===== config.mk =====
export PLATFORM = sky130hd
export DESIGN_NAME = saturn_jump_decoder
export DESIGN_NICKNAME = d
export VERILOG_FILES = /design/src/rtl/saturn_decoder_defs.sv /design/src/rtl/saturn_jump_decoder.sv
export SDC_FILE = /design/constraint.sdc
export NUM_CORES = 1
export LEC_CHECK = 0
export BUFFER_PORTS_ARGS = -buffer_cell sky130_fd_sc_hd__buf_2
export CORE_UTILIZATION = 52
export DETAILED_ROUTE_END_ITERATION = 7
export PLACE_DENSITY = 0.79
export RECOVER_POWER = 25
export REMOVE_ABC_BUFFERS = 1
export SLEW_MARGIN = 20
export SYNTH_ARGS = -nofsm -noshare
export SYNTH_HDL_FRONTEND = slang
export SYNTH_SLANG_ARGS = --single-unit

===== constraint.sdc =====
create_clock -name i_clk -period 2.3 [get_ports i_clk]
set_input_delay 0.115 -clock i_clk [delete_from_list [all_inputs] [get_ports i_clk]]
set_output_delay 0.115 -clock i_clk [all_outputs]
set_load 0.02 [all_outputs]

===== src/rtl/saturn_decoder_defs.sv =====
// Shared definitions for the Saturn control-flow front-end decoder:
// FSM state encoding, jump length codes and opcode nibble values.
package saturn_decoder_defs;

    typedef enum logic [2:0] {
        IDLE = 3'd0,
        BLK0 = 3'd1,
        BLK8 = 3'd2,
        OFFS = 3'd3,
        SKIP = 3'd4
    } state_t;

    // Offset length codes seen by the PC/RSTK unit; offset nibbles = code + 1
    localparam logic [2:0] JL_NONE = 3'd0;
    localparam logic [2:0] JL_REL2 = 3'd1;
    localparam logic [2:0] JL_REL3 = 3'd2;
    localparam logic [2:0] JL_REL4 = 3'd3;
    localparam logic [2:0] JL_ABS5 = 3'd4;

    // First opcode nibble
    localparam logic [3:0] NIB_BLK0   = 4'h0;
    localparam logic [3:0] NIB_GOC    = 4'h4;
    localparam logic [3:0] NIB_GONC   = 4'h5;
    localparam logic [3:0] NIB_GOTO   = 4'h6;
    localparam logic [3:0] NIB_GOSUB  = 4'h7;
    localparam logic [3:0] NIB_BLK8   = 4'h8;

    // Second opcode nibble after 8
    localparam logic [3:0] NIB_GOLONG = 4'hC;
    localparam logic [3:0] NIB_GOVLNG = 4'hD;
    localparam logic [3:0] NIB_GOSUBL = 4'hE;
    localparam logic [3:0] NIB_GOSBVL = 4'hF;

    // Highest RTN selector after a leading 0 (RTNSXM/RTN/RTNSC/RTNCC)
    localparam logic [3:0] NIB_RTN_MAX = 4'h3;

    // Untaken GOC/GONC still swallows its 2-nibble offset; last index is 1
    localparam logic [2:0] SKIP_LAST = 3'd1;

endpackage


===== src/rtl/saturn_jump_decoder.sv =====
// Nibble-serial decoder for Saturn control-flow opcodes. Recognises
// GOTO/GOSUB/GOC/GONC/GOLONG/GOVLNG/GOSUBL/GOSBVL and RTN 00..03, and drives
// the PC/RSTK unit's jump controls for the whole length of the instruction.
module saturn_jump_decoder
    import saturn_decoder_defs::*;
#(
    parameter bit SUPPORT_GOC = 1'b1
) (
    input  logic       i_clk,
    input  logic       i_reset,
    input  logic       i_clk_en,
    input  logic [3:0] i_phases,
    input  logic       i_bus_busy,
    input  logic       i_exec_unit_busy,
    input  logic [3:0] i_nibble,
    input  logic       i_carry,
    output logic       o_jump_instr,
    output logic [2:0] o_jump_length,
    output logic       o_push_pc,
    output logic       o_block_0x,
    output logic       o_rtn_instr,
    output logic       o_instr_done,
    output logic       o_unhandled,
    output logic       o_busy
);

    state_t     state;
    logic [2:0] cnt;
    logic       adv;
    logic       goc_taken;

    // A nibble is consumed only on phase 2 of an unstalled, enabled cycle
    assign adv       = i_clk_en && !i_bus_busy && !i_exec_unit_busy && i_phases[2];
    // GOC branches on carry set, GONC on carry clear
    assign goc_taken = (i_nibble == NIB_GOC) ? i_carry : !i_carry;
    assign o_busy    = (state != IDLE);

    // Decode FSM; pulse outputs clear every clock, level outputs move only on adv
    always_ff @(posedge i_clk) begin
        if (i_reset) begin
            state         <= IDLE;
            cnt           <= 3'd0;
            o_jump_instr  <= 1'b0;
            o_jump_length <= JL_NONE;
            o_push_pc     <= 1'b0;
            o_block_0x    <= 1'b0;
            o_rtn_instr   <= 1'b0;
            o_instr_done  <= 1'b0;
            o_unhandled   <= 1'b0;
        end else begin
            o_rtn_instr  <= 1'b0;
            o_instr_done <= 1'b0;
            o_unhandled  <= 1'b0;
            if (adv) begin
                case (state)
                    IDLE: begin
                        case (i_nibble)
                            NIB_BLK0: begin
                                o_block_0x <= 1'b1;
                                state      <= BLK0;
                            end
                            NIB_BLK8: state <= BLK8;
                            NIB_GOTO, NIB_GOSUB: begin
                                o_jump_instr  <= 1'b1;
                                o_jump_length <= JL_REL3;
                                o_push_pc     <= (i_nibble == NIB_GOSUB);
                                cnt           <= 3'd0;
                                state         <= OFFS;
                            end
                            NIB_GOC, NIB_GONC: begin
                                if (!SUPPORT_GOC) begin
                                    o_unhandled <= 1'b1;
                                end else if (goc_taken) begin
                                    o_jump_instr  <= 1'b1;
                                    o_jump_length <= JL_REL2;
                                    o_push_pc     <= 1'b0;
                                    cnt           <= 3'd0;
                                    state         <= OFFS;
                                end else begin
                                    // Not taken: swallow the offset without telling the PC unit
                                    cnt   <= 3'd0;
                                    state <= SKIP;
                                end
                            end
                            default: o_unhandled <= 1'b1;
                        endcase
                    end
                    BLK0: begin
                        o_block_0x <= 1'b0;
                        state      <= IDLE;
                        if (i_nibble <= NIB_RTN_MAX) begin
                            o_rtn_instr  <= 1'b1;
                            o_instr_done <= 1'b1;
                        end else begin
                            o_unhandled <= 1'b1;
                        end
                    end
                    BLK8: begin
                        case (i_nibble)
                            NIB_GOLONG, NIB_GOVLNG, NIB_GOSUBL, NIB_GOSBVL: begin
                                // Bit 0 picks absolute vs relative, bit 1 picks the GOSUB form
                                o_jump_instr  <= 1'b1;
                                o_jump_length <= i_nibble[0] ? JL_ABS5 : JL_REL4;
                                o_push_pc     <= i_nibble[1];
                                cnt           <= 3'd0;
                                state         <= OFFS;
                            end
                            default: begin
                                o_unhandled <= 1'b1;
                                state       <= IDLE;
                            end
                        endcase
                    end
                    OFFS: begin
                        // Drop jump_instr on the edge the PC unit takes the last offset nibble
                        if (cnt == o_jump_length) begin
                            o_jump_instr  <= 1'b0;
                            o_jump_length <= JL_NONE;
                            o_push_pc     <= 1'b0;
                            o_instr_done  <= 1'b1;
                            state         <= IDLE;
                        end else begin
                            cnt <= cnt + 3'd1;
                        end
                    end
                    SKIP: begin
                        if (cnt == SKIP_LAST) begin
                            o_instr_done <= 1'b1;
                            state        <= IDLE;
                        end else begin
                            cnt <= cnt + 3'd1;
                        end
                    end
                    default: state <= IDLE;
                endcase
            end
        end
    end

endmodule


==> impl_metrics.xml <==
<?xml version="1.0" encoding="UTF-8"?>
<metrics>
  <group name="synthesis">
    <metric name="synth-async-reset-ratio" unit="%">0</metric>
    <metric name="synth_edf_count" unit="">0</metric>
    <metric name="share_of_the_yosys_chip_area_belonging_to_registers" unit="%">28.54</metric>
    <metric name="leading_cell_types_by_total_area_after_synthesis" unit="">sky130_fd_sc_hd__dfxtp_1 29%, sky130_fd_sc_hd__mux2i_1 4.8%, sky130_fd_sc_hd__nor2_1 4.3%</metric>
    <metric name="synth_area" unit="mm2">0.001052</metric>
    <metric name="syn-instance-count" unit="">117</metric>
    <metric name="postSynth.topFlopCell" unit="">sky130_fd_sc_hd__dfxtp_1</metric>
    <metric name="ys_types" unit="">53</metric>
    <metric name="syn_avg_cell_area" unit="um2">8.994</metric>
    <metric name="netlist.top_cell.by_area" unit="">sky130_fd_sc_hd__dfxtp_1</metric>
    <metric name="top_area_cell_type_share_of_the_netlist_area" unit="%">28.54</metric>
    <metric name="synth.ff_latch_count" unit="">15</metric>
    <metric name="synth_warn" unit="">0</metric>
  </group>
  <group name="grt">
    <metric name="grt.total_usage" unit="%">22.55</metric>
    <metric name="initial_antenna_violation_count" unit="">0</metric>
    <metric name="via_count_of_the_first_global_routing_pass" unit="">773</metric>
    <metric name="gr-total-overflow" unit="">0</metric>
    <metric name="grt_max_degree" unit="">18</metric>
    <metric name="grt_first_pass_wirelength" unit="mm">3.512</metric>
  </group>
  <group name="cts">
    <metric name="clkSlewWorstSetupHoldPaths" unit="ns">0.09</metric>
    <metric name="cts.htree.levels" unit="">1</metric>
    <metric name="cts_made_buffers" unit="">3</metric>
    <metric name="cts.repair.resized" unit="">0</metric>
    <metric name="clock_tree.buffer_depth" unit="">2</metric>
    <metric name="post-cts-setup-buffer-count" unit="">0</metric>
    <metric name="tritoncts_clock_tree" unit="">built</metric>
    <metric name="ctsHoldBuffers" unit="">0</metric>
    <metric name="clk_latency" unit="ns">0.28</metric>
    <metric name="clock_sinks" unit="">15</metric>
    <metric name="ctsRootBufferMaster" unit="">sky130_fd_sc_hd__clkbuf_4</metric>
  </group>
  <group name="floorplanning">
    <metric name="pin_count" unit="">24</metric>
    <metric name="dieWidth" unit="um">46.99</metric>
    <metric name="fp.coreArea" unit="mm2">0.001802</metric>
    <metric name="dieArea" unit="mm2">0.002208</metric>
    <metric name="floorplan.initialDensity" unit="%">58.40</metric>
    <metric name="die_height" unit="um">46.99</metric>
    <metric name="rows" unit="">15</metric>
  </group>
  <group name="place">
    <metric name="portBuffers" unit="">20</metric>
    <metric name="dp.final_hpwl" unit="mm">1.602</metric>
    <metric name="finalWeightedCongestion" unit="">0.8936</metric>
  </group>
  <group name="finish">
    <metric name="final_cell_mix" unit="">15 x sky130_fd_sc_hd__dfxtp_1, 14 x sky130_fd_sc_hd__buf_2, 12 x sky130_fd_sc_hd__nor2_1</metric>
    <metric name="mostFrequentLayoutCell" unit="">sky130_fd_sc_hd__dfxtp_1</metric>
    <metric name="final_net_count" unit="">151</metric>
    <metric name="areaGrowthSynthToFinish" unit="%">10.46</metric>
    <metric name="final_util" unit="%">64.51</metric>
    <metric name="drive_above_1_share" unit="%">24.63</metric>
    <metric name="nFillCells" unit="">170</metric>
    <metric name="diodes" unit="">0</metric>
    <metric name="register_area" unit="um2">300.3</metric>
    <metric name="multi_input_area" unit="um2">695.7</metric>
  </group>
  <group name="timing">
    <metric name="clock_skew" unit="ns">0.002176</metric>
    <metric name="max_freq" unit="MHz">518.4</metric>
    <metric name="worst-slew-pin-transition" unit="ns">0.5542</metric>
    <metric name="setup_total_negative_slack" unit="ns">0</metric>
    <metric name="fin_worst_hold_slack" unit="ns">0.1669</metric>
    <metric name="finalHoldViolations" unit="">0</metric>
    <metric name="rsz0062_at_grt" unit="">no</metric>
    <metric name="final_max_slew_viol_count" unit="">0</metric>
    <metric name="period_needed" unit="ns">1.929</metric>
    <metric name="layout_worst_path_cycle_share" unit="%">83.87</metric>
    <metric name="finalSetupViolCount" unit="">0</metric>
    <metric name="worst_slew_margin_rel" unit="%">62.74</metric>
  </group>
  <group name="pwr">
    <metric name="power_density_relative_to_cell_area" unit="mW/mm2">412.0</metric>
    <metric name="ir_drop" unit="mV">0.3894</metric>
    <metric name="fin_total_pwr" unit="uW">478.9</metric>
    <metric name="power.static_leakage" unit="uW">0.0004055</metric>
  </group>
  <group name="setup_path">
    <metric name="worstSetupPathDepth" unit="">5</metric>
    <metric name="reg2reg_depth" unit="">5</metric>
    <metric name="timing.critical_path.arrival" unit="ns">2.10</metric>
    <metric name="r2r_end" unit="">state[2]</metric>
    <metric name="cp_slowest_cell" unit="">sky130_fd_sc_hd__dfxtp_1</metric>
    <metric name="crit_family" unit="">simple AND/OR/NAND/NOR gates</metric>
    <metric name="crit_type" unit="">flip-flop to flip-flop</metric>
    <metric name="cp.required" unit="ns">2.47</metric>
    <metric name="r2r_setup_slack" unit="ns">0.37</metric>
    <metric name="worstPathBufferInverterCount" unit="">0</metric>
    <metric name="category_of_the_worst_setup_path_capture_point" unit="">flip-flop</metric>
    <metric name="critical_path.cell_chain" unit="">nor2_2 -&gt; and3b_2 -&gt; nor4_2 -&gt; mux2i_1 -&gt; nor2_1</metric>
    <metric name="critPathMaxFanout" unit="">13</metric>
    <metric name="worstReg2RegStart" unit="">state[1]</metric>
    <metric name="timing.critical_path.slowest_cell_delay" unit="ns">0.61</metric>
    <metric name="critical_path.startpoint_type" unit="">flip-flop</metric>
  </group>
  <group name="worst_hold_path">
    <metric name="worstHoldPathType" unit="">input port to flip-flop</metric>
    <metric name="hold_path_depth" unit="">3</metric>
    <metric name="hold_path.startpoint" unit="">i_clk_en</metric>
    <metric name="hold_path_end" unit="">o_instr_done</metric>
  </group>
  <group name="detailed_routing">
    <metric name="avg_wl_per_cell" unit="um">13.91</metric>
    <metric name="detail_route.vias_per_cell" unit="">5.906</metric>
    <metric name="via_count" unit="">939</metric>
    <metric name="drtPass1Iterations" unit="">4</metric>
    <metric name="drtAntennaViolNets" unit="">0</metric>
    <metric name="detailedRoute.firstIterationViolations" unit="">25</metric>
    <metric name="routed_wl" unit="mm">2.211</metric>
    <metric name="drc" unit="">0</metric>
  </group>
  <group name="outcome">
    <metric name="run_status" unit="">finished, final reports clean</metric>
  </group>
  <group name="flow_run">
    <metric name="timing.max_cap.violations" unit="">0</metric>
  </group>
</metrics>
[layout make-up]
cell class / count / area share (%)
Clock buffer: 3 / 1.938
Clock inverter: 1 / 0.4306
Inverter: 4 / 1.292
Multi-Input combinational cell: 91 / 59.85
Sequential cell: 15 / 25.83
Tap cell: 25 / 2.691
Timing Repair Buffer: 20 / 7.966
[power by group]
group / internal (uW) / switching (uW)
combinational: 26.1 / 38.7
clock: 64.6 / 86.2
sequential: 261 / 2.40
total: 352 / 127
[synth_stat cells (2+ instances only)]
| library cell | count |
|---|---|
| sky130_fd_sc_hd__or3_1 | 4 |
| sky130_fd_sc_hd__mux2i_1 | 5 |
| sky130_fd_sc_hd__dfxtp_1 | 15 |
| sky130_fd_sc_hd__nor3_1 | 5 |
| sky130_fd_sc_hd__nand2b_1 | 3 |
| sky130_fd_sc_hd__nor4_4 | 2 |
| sky130_fd_sc_hd__ha_1 | 2 |
| sky130_fd_sc_hd__buf_2 | 3 |
| sky130_fd_sc_hd__a211oi_1 | 2 |
| sky130_fd_sc_hd__and2_1 | 2 |
| sky130_fd_sc_hd__o21ai_0 | 3 |
| sky130_fd_sc_hd__inv_1 | 4 |
| sky130_fd_sc_hd__a41oi_1 | 2 |
| sky130_fd_sc_hd__nand2_1 | 3 |
| sky130_fd_sc_hd__nand3_1 | 2 |
| sky130_fd_sc_hd__nor2_1 | 12 |
| sky130_fd_sc_hd__xnor2_2 | 2 |
| sky130_fd_sc_hd__a31oi_1 | 3 |
| sky130_fd_sc_hd__a21oi_1 | 8 |
| sky130_fd_sc_hd__clkbuf_1 | 2 |
[flip-flops by register name, summed over array words and instances (netlist names)]
| register | count |
|---|---|
| cnt | 3 |
| o_block_0x | 1 |
| o_instr_done | 1 |
| o_jump_instr | 1 |
| o_jump_length | 3 |
| o_push_pc | 1 |
| o_rtn_instr | 1 |
| o_unhandled | 1 |
| state | 3 |
[kinds of logic (layout without fill, tap and decap cells)]
| logic type | after synthesis | in the layout | share of synthesized area (%) |
|---|---|---|---|
| AOI/OAI and AO/OA | 29 | 29 | 19.26 |
| muxes | 5 | 5 | 4.756 |
| and+or+nand+nor | 51 | 51 | 34.25 |
| buffers and inverters | 11 | 28 | 5.350 |
| xor gates and xnor gates | 4 | 4 | 5.470 |
| DFF | 15 | 15 | 28.54 |
| adders and majority gates | 2 | 2 | 2.378 |
[per-stage QoR]
| step | instances | cell area (um2) | worst slack (ns) |
|---|---|---|---|
| 5_1_grt | 159 | 1162 | 0.2543 |
| 3_3_place_gp | 155 | 1142 | 0.4185 |
| 3_5_place_dp | 155 | 1142 | 0.3829 |
| 4_1_cts | 159 | 1170 | 0.3694 |
| 2_1_floorplan | 110 | 1011 | 0.5603 |
| 6_report | 159 | 1162 | 0.3710 |
[worst max-delay path by stage]
stage          startpoint       end  slack, ns
2_1_floorplan      cnt[1]    cnt[2]       0.56
3_3_place_gp       cnt[0]  state[0]       0.42
3_5_place_dp       cnt[0]  state[2]       0.38
4_1_cts            cnt[0]  state[1]       0.37
5_1_grt            cnt[0]  state[1]       0.25
6_report         state[1]  state[2]       0.37
[routing by layer]
layer / vias up / track usage (%) / routed length, um
met4: 0 / 8.571 / 28
met2: 20 / 34.72 / 1068
met5: - / 0 / 0
li1: 471 / - / -
met1: 444 / 31.00 / 1040
met3: 4 / 4.615 / 72
[worst reg2reg max path, cell delays in order (launching register included)]
cell and delay [ns]:
sky130_fd_sc_hd__dfxtp_1 0.61, sky130_fd_sc_hd__nor2_2 0.15, sky130_fd_sc_hd__and3b_2 0.24, sky130_fd_sc_hd__nor4_2 0.52, sky130_fd_sc_hd__mux2i_1 0.24, sky130_fd_sc_hd__nor2_1 0.05
Power figures use the tool's default switching activity.
